===== config.mk =====
export PLATFORM = sky130hd
export DESIGN_NAME = if_fetch_stage
export DESIGN_NICKNAME = d
export VERILOG_FILES = /design/src/rtl/if_fetch_stage_pkg.sv /design/src/rtl/fetch_fifo.sv /design/src/rtl/if_fetch_stage.sv
export SDC_FILE = /design/constraint.sdc
export NUM_CORES = 1
export LEC_CHECK = 0
export ABC_AREA = 1
export BUFFER_PORTS_ARGS = -buffer_cell sky130_fd_sc_hd__buf_4
export CAP_MARGIN = 5
export CORE_UTILIZATION = 45
export CTS_CLUSTER_DIAMETER = 60
export DETAILED_ROUTE_END_ITERATION = 12
export PLACE_DENSITY = 0.74
export SYNTH_ARGS = -nofsm -noshare
export SYNTH_HDL_FRONTEND = slang
export SYNTH_SLANG_ARGS = --single-unit

===== constraint.sdc =====
create_clock -name clk -period 3.14 [get_ports clk]
set_input_delay 0.314 -clock clk [delete_from_list [all_inputs] [get_ports clk]]
set_output_delay 0.314 -clock clk [all_outputs]
set_load 0.02 [all_outputs]

===== src/rtl/if_fetch_stage_pkg.sv =====
// Shared pipeline types: the IF/ID buffer packet and the fetch FSM encoding.
package if_fetch_stage_pkg;

    localparam int PC_W    = 9;
    localparam int INSTR_W = 32;

    typedef struct packed {
        logic [PC_W-1:0]    curr_pc;
        logic [INSTR_W-1:0] curr_instr;
    } if_id_reg;

    typedef enum logic [1:0] {
        F_IDLE,
        F_WAIT,
        F_DROP
    } fetch_state_e;

endpackage


===== src/rtl/fetch_fifo.sv =====
// Small synchronous FIFO of if_id_reg packets. The head is presented directly
// from storage; an empty FIFO presents an all-zero packet.
module fetch_fifo
    import if_fetch_stage_pkg::*;
#(
    parameter  int DEPTH = 2,
    localparam int PTR_W = $clog2(DEPTH),
    localparam int CNT_W = PTR_W + 1
) (
    input  logic             clk,
    input  logic             reset,
    input  logic             push,
    input  logic             pop,
    input  logic             flush,
    input  if_id_reg         wr_data,
    output if_id_reg         rd_data,
    output logic             rd_valid,
    output logic [CNT_W-1:0] count
);

    if_id_reg         mem [DEPTH];
    logic [PTR_W-1:0] wr_ptr_q;
    logic [PTR_W-1:0] rd_ptr_q;
    logic [CNT_W-1:0] count_q;

    // Pointers and occupancy; flush empties the FIFO, a same-cycle pop is subsumed.
    always_ff @(posedge clk) begin
        if (reset || flush) begin
            wr_ptr_q <= '0;
            rd_ptr_q <= '0;
            count_q  <= '0;
        end else begin
            if (push) wr_ptr_q <= wr_ptr_q + PTR_W'(1);
            if (pop)  rd_ptr_q <= rd_ptr_q + PTR_W'(1);
            count_q <= count_q + CNT_W'(push) - CNT_W'(pop);
        end
    end

    // Entry storage needs no reset; occupancy gates what is visible.
    always_ff @(posedge clk) begin
        if (!reset && !flush && push) mem[wr_ptr_q] <= wr_data;
    end

    assign rd_valid = (count_q != '0);
    assign rd_data  = rd_valid ? mem[rd_ptr_q] : '0;
    assign count    = count_q;

endmodule


===== src/rtl/if_fetch_stage.sv =====
// Instruction fetch stage: PC, single-outstanding fetch FSM, redirect handling,
// and the IF/ID buffer FIFO feeding decode.
//
// state  | meaning
// F_IDLE | no request outstanding; stray responses are ignored
// F_WAIT | one live request outstanding; its response gets buffered
// F_DROP | one stale request outstanding (redirected); its response is discarded
module if_fetch_stage
    import if_fetch_stage_pkg::*;
#(
    parameter int              BUF_DEPTH = 2,
    parameter logic [PC_W-1:0] RESET_PC  = 9'h000
) (
    input  logic                       clk,
    input  logic                       reset,
    output logic                       imem_req,
    output logic [PC_W-1:0]            imem_addr,
    input  logic                       imem_gnt,
    input  logic                       imem_rvalid,
    input  logic [INSTR_W-1:0]         imem_rdata,
    input  logic                       redirect,
    input  logic [PC_W-1:0]            redirect_pc,
    input  logic                       id_ready,
    output logic                       ifid_valid,
    output logic [PC_W+INSTR_W-1:0]    ifid_pkt
);

    localparam int CNT_W = $clog2(BUF_DEPTH) + 1;
    localparam int OCC_W = CNT_W + 1;

    fetch_state_e     state_q, state_d;
    logic [PC_W-1:0]  pc_q;
    logic [PC_W-1:0]  req_pc_q;
    logic [CNT_W-1:0] fifo_count;
    logic [OCC_W-1:0] occ_next;
    logic             push, pop, fire, space;
    if_id_reg         fifo_head;
    if_id_reg         fifo_wr;
    logic             unused_redirect_lsbs;

    assign unused_redirect_lsbs = ^redirect_pc[1:0];

    // A response in WAIT consumes the slot its request reserved, so occupancy
    // after this cycle must leave room before a new request may go out.
    assign push     = (state_q == F_WAIT) && imem_rvalid && !redirect;
    assign pop      = ifid_valid && id_ready;
    assign occ_next = OCC_W'(fifo_count) + OCC_W'(push) - OCC_W'(pop);
    assign space    = occ_next < OCC_W'(BUF_DEPTH);

    assign imem_req  = !reset && !redirect && space &&
                       ((state_q == F_IDLE) || ((state_q == F_WAIT) && imem_rvalid));
    assign imem_addr = pc_q;
    assign fire      = imem_req && imem_gnt;

    // Fetch FSM state register.
    always_ff @(posedge clk) begin
        if (reset) state_q <= F_IDLE;
        else       state_q <= state_d;
    end

    // Next-state: a redirect with no response yet leaves a stale request to drain.
    always_comb begin
        state_d = state_q;
        case (state_q)
            F_IDLE: if (fire) state_d = F_WAIT;
            F_WAIT: begin
                if (redirect)         state_d = imem_rvalid ? F_IDLE : F_DROP;
                else if (imem_rvalid) state_d = fire ? F_WAIT : F_IDLE;
            end
            F_DROP: if (imem_rvalid) state_d = F_IDLE;
            default: state_d = F_IDLE;
        endcase
    end

    // PC update: redirect wins over the sequential increment; wraps modulo 512.
    always_ff @(posedge clk) begin
        if (reset)         pc_q <= {RESET_PC[PC_W-1:2], 2'b00};
        else if (redirect) pc_q <= {redirect_pc[PC_W-1:2], 2'b00};
        else if (fire)     pc_q <= pc_q + PC_W'(4);
    end

    // Remember the address of the outstanding request to tag its response.
    always_ff @(posedge clk) begin
        if (reset)     req_pc_q <= {RESET_PC[PC_W-1:2], 2'b00};
        else if (fire) req_pc_q <= pc_q;
    end

    assign fifo_wr.curr_pc    = req_pc_q;
    assign fifo_wr.curr_instr = imem_rdata;

    fetch_fifo #(.DEPTH(BUF_DEPTH)) u_fifo (
        .clk      (clk),
        .reset    (reset),
        .push     (push),
        .pop      (pop),
        .flush    (redirect),
        .wr_data  (fifo_wr),
        .rd_data  (fifo_head),
        .rd_valid (ifid_valid),
        .count    (fifo_count)
    );

    assign ifid_pkt = fifo_head;

endmodule

# Yosys cells after proc, flatten, opt, wreduce, memory -nomap -nowiden

Memories as Yosys holds them, arrays and structs flattened. A register that Yosys moved wholly into a read port is not among the register bits.
Index checks and enable logic that the tools add are counted.

Add/sub/neg operators: 7
Reductions and logical operators: 17
Multiplexer cells: 14
Equal/unequal tests: 5
Order comparisons: 1

Operator list:

| cell                                                                   | number |
|---|---|
| 41-bit 2-to-1 mux                                                      | 1 |
| 9-bit 2-to-1 mux                                                       | 2 |
| 2-bit 2-to-1 mux                                                       | 5 |
| 9-bit by 3-bit adder with 9-bit output (second input constant)         | 1 |
| 1-bit logical AND                                                      | 8 |
| 2-bit case mux with 3 select lines                                     | 1 |
| 1-bit 2-to-1 mux                                                       | 5 |
| 2-bit inequality test (second input constant)                          | 2 |
| 2-bit nonzero test                                                     | 2 |
| 2-bit by 1-bit adder with 3-bit output                                 | 1 |
| 3-bit by 2-bit < comparator with 1-bit output (second input constant)  | 1 |
| 3-bit inequality test (second input constant)                          | 1 |
| 3-bit AND reduction                                                    | 1 |
| 3-bit by 1-bit subtractor with 3-bit output                            | 1 |
| 1-bit adder (second input constant)                                    | 2 |
| 2-bit by 1-bit adder with 2-bit output                                 | 1 |
| 2-bit by 1-bit equality test with 1-bit output (second input constant) | 1 |
| 2-bit equality test (second input constant)                            | 1 |
| 1-bit logical NOT                                                      | 2 |
| 2-bit logical NOT                                                      | 1 |
| 1-bit logical OR                                                       | 2 |
| 2-bit OR reduction                                                     | 1 |
| 2-bit by 1-bit subtractor with 2-bit output                            | 1 |

Input bits: 47
Output and inout bits: 52
RAM bits: 82
Memories kept: 1
Logic and storage cells: 52
Register bits: 24

Memories:

| name       | words | bits a word | rd ports | clocked after memory_dff | wr ports | RTL line         | text |
|---|---|---|---|---|---|---|---|
| u_fifo.mem | 2     | 41          | 1        | 1                        | 1        | fetch_fifo.sv:21 | `if_id_reg mem [DEPTH];` |

# Longest topological paths before layout

Gate-level depths: netlist (run 1).

Word-level depth: 13
Depth in mapped cells: 18
Mapped depth without buffers: 18

# Cells and area by module

Synthesis (run 1) repeated with hierarchy kept, for this count alone.

Cell total of the unflattened synthesis: 393
Area, all modules: 4536.9 sq um

Modules (own cells, without submodules):

| module         | cells each | area each (sq um) | seq. area each (sq um) | instances |
|---|---|---|---|---|
| fetch_fifo     | 252        | 3520.9            | 2562.5                 | 1 |
| if_fetch_stage | 141        | 1016.0            | 320.3                  | 1 |

# Least setup slack after synthesis (run 1)

OpenSTA, ideal clock, no wires.

Kind: reg2reg
Start point: register state_q[0]
End point: memory u_fifo.mem[0][0] (netlist name), enable pin
Slack: 0.238 ns
Setup time: 0.436 ns
Period minus slack after synthesis: 2.902 ns
Required time: 2.704 ns
Arrival: 2.466 ns
Stages on the path, launching flop included: 7
Buffers on the path: 0
Cell sequence: dfxtp_1 -> inv_1 -> nor2_1 -> nand3_1 -> inv_1 -> nand2_1 -> nor2_1

Longest elaborated chain between the ends: 6

Ends and longest elaborated chain:

| item                                           | RTL line             | text |
|---|---|---|
| start, declared                                | if_fetch_stage.sv:31 | `fetch_state_e state_q, state_d;` |
| start signal, assigned                         | if_fetch_stage.sv:58 | `else state_q <= state_d;` |
| 2-bit by 1-bit equality test with 1-bit output | if_fetch_stage.sv:45 | `assign push = (state_q == F_WAIT) && imem_rvalid && !redirect;` |
| 1-bit logical AND (2 in series)                | if_fetch_stage.sv:45 |  |
| net push                                       | if_fetch_stage.sv:36 | `logic push, pop, fire, space;` |
| 1-bit logical AND                              | fetch_fifo.sv:41     | `if (!reset && !flush && push) mem[wr_ptr_q] <= wr_data;` |
| 1-bit 2-to-1 mux                               | fetch_fifo.sv:41     |  |
| 1-bit 2-to-1 mux (implied by the code)         | fetch_fifo.sv:41     |  |
| end, declared                                  | fetch_fifo.sv:21     |  |

The timed path passes the listed nets, and every way through them passes these cells.

# Final worst setup path (run 1)

Start point: register state_q[0]
End point: output port imem_req

Longest elaborated chain between the ends: 8
Elaborated cells between the ends (all ways): 10
Those cells by class: 2 x add/sub; 1 x order compare; 1 x eq/ne; 6 x reduce/logical

Ends and longest elaborated chain:

| item                                           | RTL line             | text |
|---|---|---|
| 2-bit by 1-bit equality test with 1-bit output | if_fetch_stage.sv:45 |  |
| 1-bit logical AND (2 in series)                | if_fetch_stage.sv:45 |  |
| net push                                       | if_fetch_stage.sv:36 |  |
| 2-bit by 1-bit adder with 3-bit output         | if_fetch_stage.sv:47 | `assign occ_next = OCC_W'(fifo_count) + OCC_W'(push) - OCC_W'(pop);` |
| 3-bit by 1-bit subtractor with 3-bit output    | if_fetch_stage.sv:47 |  |
| 3-bit by 2-bit < comparator with 1-bit output  | if_fetch_stage.sv:48 | `assign space = occ_next < OCC_W'(BUF_DEPTH);` |
| 1-bit logical AND (2 in series)                | if_fetch_stage.sv:50 | `assign imem_req = !reset && !redirect && space &&` |
| end, declared                                  | if_fetch_stage.sv:16 | `output logic imem_req,` |

The timed path passes the listed nets, and every way through them passes these cells.

==> metrics, run 1 <==
status finished with violations; failing checks design-rule violations; synthesized flop and latch total 99; Crit Path Max Fanout 3; first-pass GRT wire length 13,160 µm; FF+latch area 2764 µm²; CP arrival 2560 ps; initial antenna violation count 0; DR WL/cell 13.70 µm; Starting Density 46.95%; main combinational cell family by area after synthesis simple AND/OR/NAND/NOR gates; VDD IR max 0.2299 mV; Yosys top cell by area edfxtp_1; clk_skew 9.226 ps; Fin. Hold Viols 0; Post-Synth XOR/XNOR Area 0.6356%; TritonCTS Sinks 99; WP depth 12; worst skew pair latency 340 ps; CP Launch Type flop; min Tclk post-route 2869 ps; max capacitance violation total 0; routability cong. 0.8078; EDFF count, synth 78; Mapped Avg Cell Area 11.02 µm²; Remaining Overflow, GRT 0; RSZ-0062 raised after global routing no; mapped cell area 4134 µm²; post-route setup slack 270.7 ps; TritonCTS Buffers 9; diode count 0; H-tree depth 3; sequential fraction of design power 56.6%; Slew Limit Fails 0; vias in the first global route 2,755; Cells after Synth 375; Synth Area in Compound Gates 8.414%; layout cell share with drive strength beyond 1 29.79%; f_max 0.3485 GHz; most common flop cell mapped by yosys edfxtp_1; post-synthesis async set-or-reset flop share 0%; mux cell area share after synthesis 0%; Routed Antenna Nets 0; Vias 2,874; most frequent cell after synthesis nand2_1; sequential area share after synthesis 66.83%; max_slew headroom 58.36%; P_sw 511.4 µW; GR Util All Layers 17.42%; final setup vio count 0; Synth top cells by count nand2_1 (126), edfxtp_1 (78), a21oi_1 (49), dfxtp_1 (21), inv_1 (18); fin nets 516; CP max stage delay 540 ps; FP Rows 34; r2r setup slk 630 ps; Area Overhead vs Synth 24.70%; Hold WC Path Type input port to flop; Worst path slowest cell fa_1; initial detailed-routing violation count 148; Switching Fraction 20.24%; Setup Fix Bufs, Post-CTS 0; CTS clk-pin slew, worst paths 100 ps; part of the cycle the worst path needs 91.38%; Place WS 563.1 ps; Synth warnings 0; top cell type's share of synthesized area 56.66%; DR DRC count 22; Die H 97.85 µm; Comb pwr share 5.5%; critical path, cell by cell inv_1, nor2_1, nand3_1, inv_1, ha_1, inv_1, fa_1, inv_1, nor2_4, nand3_4, inv_1, buf_4; final wirelength 7921 µm; Post-Synth Simple-Gate Area 17.71%; Post-Route Setup TNS 0 ps; r2r worst-path depth 13; IO Pins 99; CP Buf/Inv Count 6; die width 97.85 µm; Post-Route M1 WL 3552 µm; WS Path Type flop to output port; port bufs 92; largest net degree at the start of global routing 40; Pleak 2.071 nW; hold depth 1; Power Internal 2.015 mW; crit end category output port; DR pass1 iterations 8; die area 9574 µm²; Clk pwr share 37.8%; multi-input logic area 1201 µm²; core area 8806 µm²; Critical Path RT 2830 ps; PD cells 490.1 nW/µm²; DP Wirelength 5012 µm; root buf cell clkbuf_8; top post-synthesis cells by area edfxtp_1 (57%), nand2_1 (11%), dfxtp_1 (10%); delay-heaviest family, CP adder cells; WL met3 468 µm; CTS tree done; uppermost layer routed met4; fillers 750; crit-path most repeated cell inv_1; count of cell types in the netlist 29; drt via density 4.972; total power 2.526 mW; Least-Margin Pin Slew 624.0 ps; maximum buffer depth of the clock tree 2; Synth Area in Adders 1.392%; met2 wire len 3839 µm
through the flow:
stage                     utilization, %  cell area (µm²)  instances  hold slack (ps)
final                              58.54             5155        578            143.8
after global routing               58.54             5155        578            119.1
after CTS                          58.53             5154        578            122.6
after detailed placement           55.81             4915        562            439.7
after global placement             55.81             4915        562            433.8
after floorplan                        -             4145        378            412.9
placed cells by master (no fill, tap or decap), types with 4 or more instances in the layout:
master / n
inv_1: 18
o21ai_0: 4
edfxtp_1: 78
clkbuf_8: 9
nand3_1: 14
nor2_1: 7
dfxtp_1: 20
nand2_1: 126
conb_1: 4
nor2_4: 6
nand2_2: 4
a21oi_2: 7
a21oi_1: 49
buf_4: 98
state kept, by name, summed over array words and instances, names as in the netlist, named ones only:
signal and count:
imem_addr 7, u_fifo.rd_ptr_q 1, u_fifo.count 2, u_fifo.wr_ptr_q 1
state_q 2, u_fifo.mem 78, req_pc_q 7
kinds of logic (layout without fill, tap and decap cells):
family	Yosys count	in the layout
other	1	4
xor gates and xnor gates	3	3
and+or+nand+nor	164	164
DFF	99	99
AOI/OAI and AO/OA	62	62
adders and majority gates	4	4
buffers and inverters	42	134
layout make-up:
type | instances | area share [%]
sequential | 99 | 53.62
multi-input combinational | 237 | 23.30
timing repair buffer | 98 | 14.27
tap | 108 | 2.621
clock buffer | 10 | 2.476
clock inverter | 6 | 2.160
inverter | 20 | 1.553
power groups by stage:
stage / clock network, mW / registers (mW) / logic, mW
finish: 0.956 / 1.43 / 0.140
floorplan: 0 / 1.46 / 0.0707
detailed placement: 0 / 1.46 / 0.141
global placement: 0 / 1.46 / 0.137
CTS: 0.973 / 1.43 / 0.142
global route: 1.02 / 1.43 / 0.154
final timing paths:
kind / start / to
setup / recovery: state_q[0] / imem_req
hold / removal: imem_rdata[11] / u_fifo.mem[1][11]
setup reg to reg: state_q[0] / imem_addr[3]
hold reg to reg: req_pc_q[6] / u_fifo.mem[0][38]
routing by layer:
layer  vias up  GRT usage [%]
li1       1434              -
met5         -              0
met1      1346          23.88
met4         0          5.944
met2        87          28.39
met3         7          2.720
timing repair:
action / 4_1_cts / 5_1_grt
hold buffers: 0 / 0
resized for setup: 0 / 1
endpoints found under the setup margin: 0 / 1
Power figures use the tool's default switching activity.
==> run 2: changes to the inputs <==
- ABC_AREA: 1 -> 0
==> run 2 against run 1 <==
Compared with the run above: the run now ends clean; final cell count fell by 15%; total power fell by 3.4%; largest cell class unchanged; sequential cell count did not move.
==> metrics, run 2 <==
status completed; core area 8382 µm²; max capacitance violation total 0; RSZ-0062 raised after global routing no; Hold WC Path Type input port to flop; post-route setup slack 201.3 ps; top cell type's share of synthesized area 58.72%; max_slew headroom 54.91%; Place WS 298.1 ps; VDD IR max 0.2054 mV; synthesized flop and latch total 99; FP Rows 33; Cells after Synth 287; most frequent cells in the layout buf_4 (96), edfxtp_1 (78), nor2_1 (55); maximum buffer depth of the clock tree 2; vias in the first global route 2,311; DR DRC count 0; first-pass GRT wire length 11,000 µm; Starting Density 47.59%; CTS clk-pin slew, worst paths 100 ps; placed insts 473; worst r2r dst imem_addr[6]; mapped cell area 3989 µm²; H-tree depth 3; post-synthesis async set-or-reset flop share 0%; PD cells 488.5 nW/µm²; r2r setup slk 320 ps; Synth warnings 0; routability cong. 0.7324; port bufs 92; Vias 2,444; CP arrival 2620 ps; Fin. Hold Viols 0; Worst path slowest cell fa_1; most common flop cell mapped by yosys edfxtp_1; Least-Margin Pin Slew 676.3 ps; most frequent cell after synthesis edfxtp_1; commonest non-fill, non-tap cell in the layout buf_4; GR Util All Layers 15.97%; Mapped Avg Cell Area 13.90 µm²; r2r worst-path depth 12; CP max stage delay 520 ps; max FFs per register 78; crit-path most repeated cell inv_1; EDFF count, synth 78; clk_skew 10.94 ps; diode count 0; total power 2.441 mW; DR WL/cell 14.68 µm; Final Non-Filler Cells 489; initial antenna violation count 0; Remaining Overflow, GRT 0; initial detailed-routing violation count 96; hold depth 1; Routed Antenna Nets 0; CP Launch Type flop; crit end category output port; root buf cell clkbuf_8; worst skew pair latency 350 ps; WS Path Type flop to output port; Post-Route Setup TNS 0 ps; die area 9245 µm²; Die H 96.15 µm; Yosys top cell by area edfxtp_1; Final Util 59.61%; CTS tree done; TritonCTS Sinks 99; f_max 0.3403 GHz; fin nets 430; DP Wirelength 4599 µm; min-delay src imem_rdata[22]; Slew Limit Fails 0; min Tclk post-route 2939 ps; hold_buf cts 0; Synth top cells by count edfxtp_1 (78), nor2_1 (56), mux2i_1 (45), dfxtp_1 (21), nand3_1 (9); part of the cycle the worst path needs 93.59%; TritonCTS Buffers 9; sequential area share after synthesis 69.26%; RR Startpoint u_fifo.count[0]; Pleak 1.807 nW; layout cell share with drive strength beyond 1 32.55%; Area Overhead vs Synth 25.25%; top post-synthesis cells by area edfxtp_1 (59%), mux2i_1 (11%), dfxtp_1 (11%); count of cell types in the netlist 36; die width 96.15 µm; largest net degree at the start of global routing 40; final wirelength 7178 µm; DR pass1 iterations 4; final setup vio count 0; Crit Path Max Fanout 4; Hold Path Sink u_fifo.mem[0][22]; drt via density 4.998; critical path, cell by cell nor2_4, inv_1, and2_1, ha_1, inv_1, ha_1, inv_1, fa_1, and2b_1, nand3_1, nor2_1, buf_4; Largest Register u_fifo.mem; IO Pins 99; Critical Path RT 2830 ps
[run 2: cell count changes after synthesis, moves of 7 or more]
cell,change
a21oi_2,-7
nor2_1,+46
inv_1,-12
mux2i_1,+45
a21oi_1,-45
nand2_1,-118
[run 2: stage by stage]
stage / hold slack [ps] / area [µm²]
3_5_place_dp: 439.5 / 4772
6_report: 142.2 / 4996
4_1_cts: 121.9 / 4995
5_1_grt: 116.9 / 4996
3_3_place_gp: 435.8 / 4772
2_1_floorplan: 393.3 / 4000
[run 2: cell families after synthesis]
group | share of synthesized area (%)
flip-flops | 69.26
AND/OR/NAND/NOR | 11.20
multiplexers | 11.29
buffers and inverters | 3.137
AO/OA/AOI/OAI | 2.509
adder cells (fa/ha/maj) | 1.443
XOR/XNOR | 1.067
other | 0.09401
[run 2: routing by layer]
| metal | share of wire, % | wire, µm | global-route usage, % | vias up |
|---|---|---|---|---|
| met2 | 50 | 3571 | 28.07 | 83 |
| met3 | 5.6 | 403 | 3.081 | 4 |
| met4 | 0.49 | 35 | 6.716 | 0 |
| li1 | - | - | - | 1212 |
| met1 | 44 | 3167 | 19.07 | 1145 |
| met5 | 0 | 0 | 0 | - |
[run 2: worst max path at each step]
stage	from	end	slack [ps]	depth (start not counted)
after floorplan	reset	u_fifo.mem[0][0]	-900	4
after global placement	u_fifo.count[1]	imem_addr[4]	360	12
after detailed placement	u_fifo.count[1]	imem_addr[8]	300	12
after CTS	u_fifo.count[1]	imem_req	130	12
after global routing	u_fifo.count[0]	imem_req	20	12
final	u_fifo.count[0]	imem_req	200	12
[run 2: critical path: cells and delay by family (launching register included)]
family,cells,cell delay (ps)
and+or+nand+nor,5,720
DFF,1,350
buffers and inverters,4,300
adders and majority gates,3,910
[run 2: final cells by class]
class	instances	area, µm²
inverter	7	26.28
timing repair buffer	96	720.7
fill	679	3386
clock buffer	9	123.9
sequential	99	2765
clock inverter	7	98.84
tap	105	131.4
multi-input combinational	166	1130
[run 2: where the power goes]
part	switching [mW]	leakage (nW)	internal [mW]	total, mW
registers	0.0109	0.897	1.42	1.43
clock network	0.434	0.110	0.454	0.889
logic	0.0605	0.800	0.0629	0.123
total	0.505	1.81	1.94	2.44
[run 2: timing repair]
item	in CTS	in global routing
setup buffers	0	0
gates resized for setup	0	1
endpoints found under the setup margin	0	1
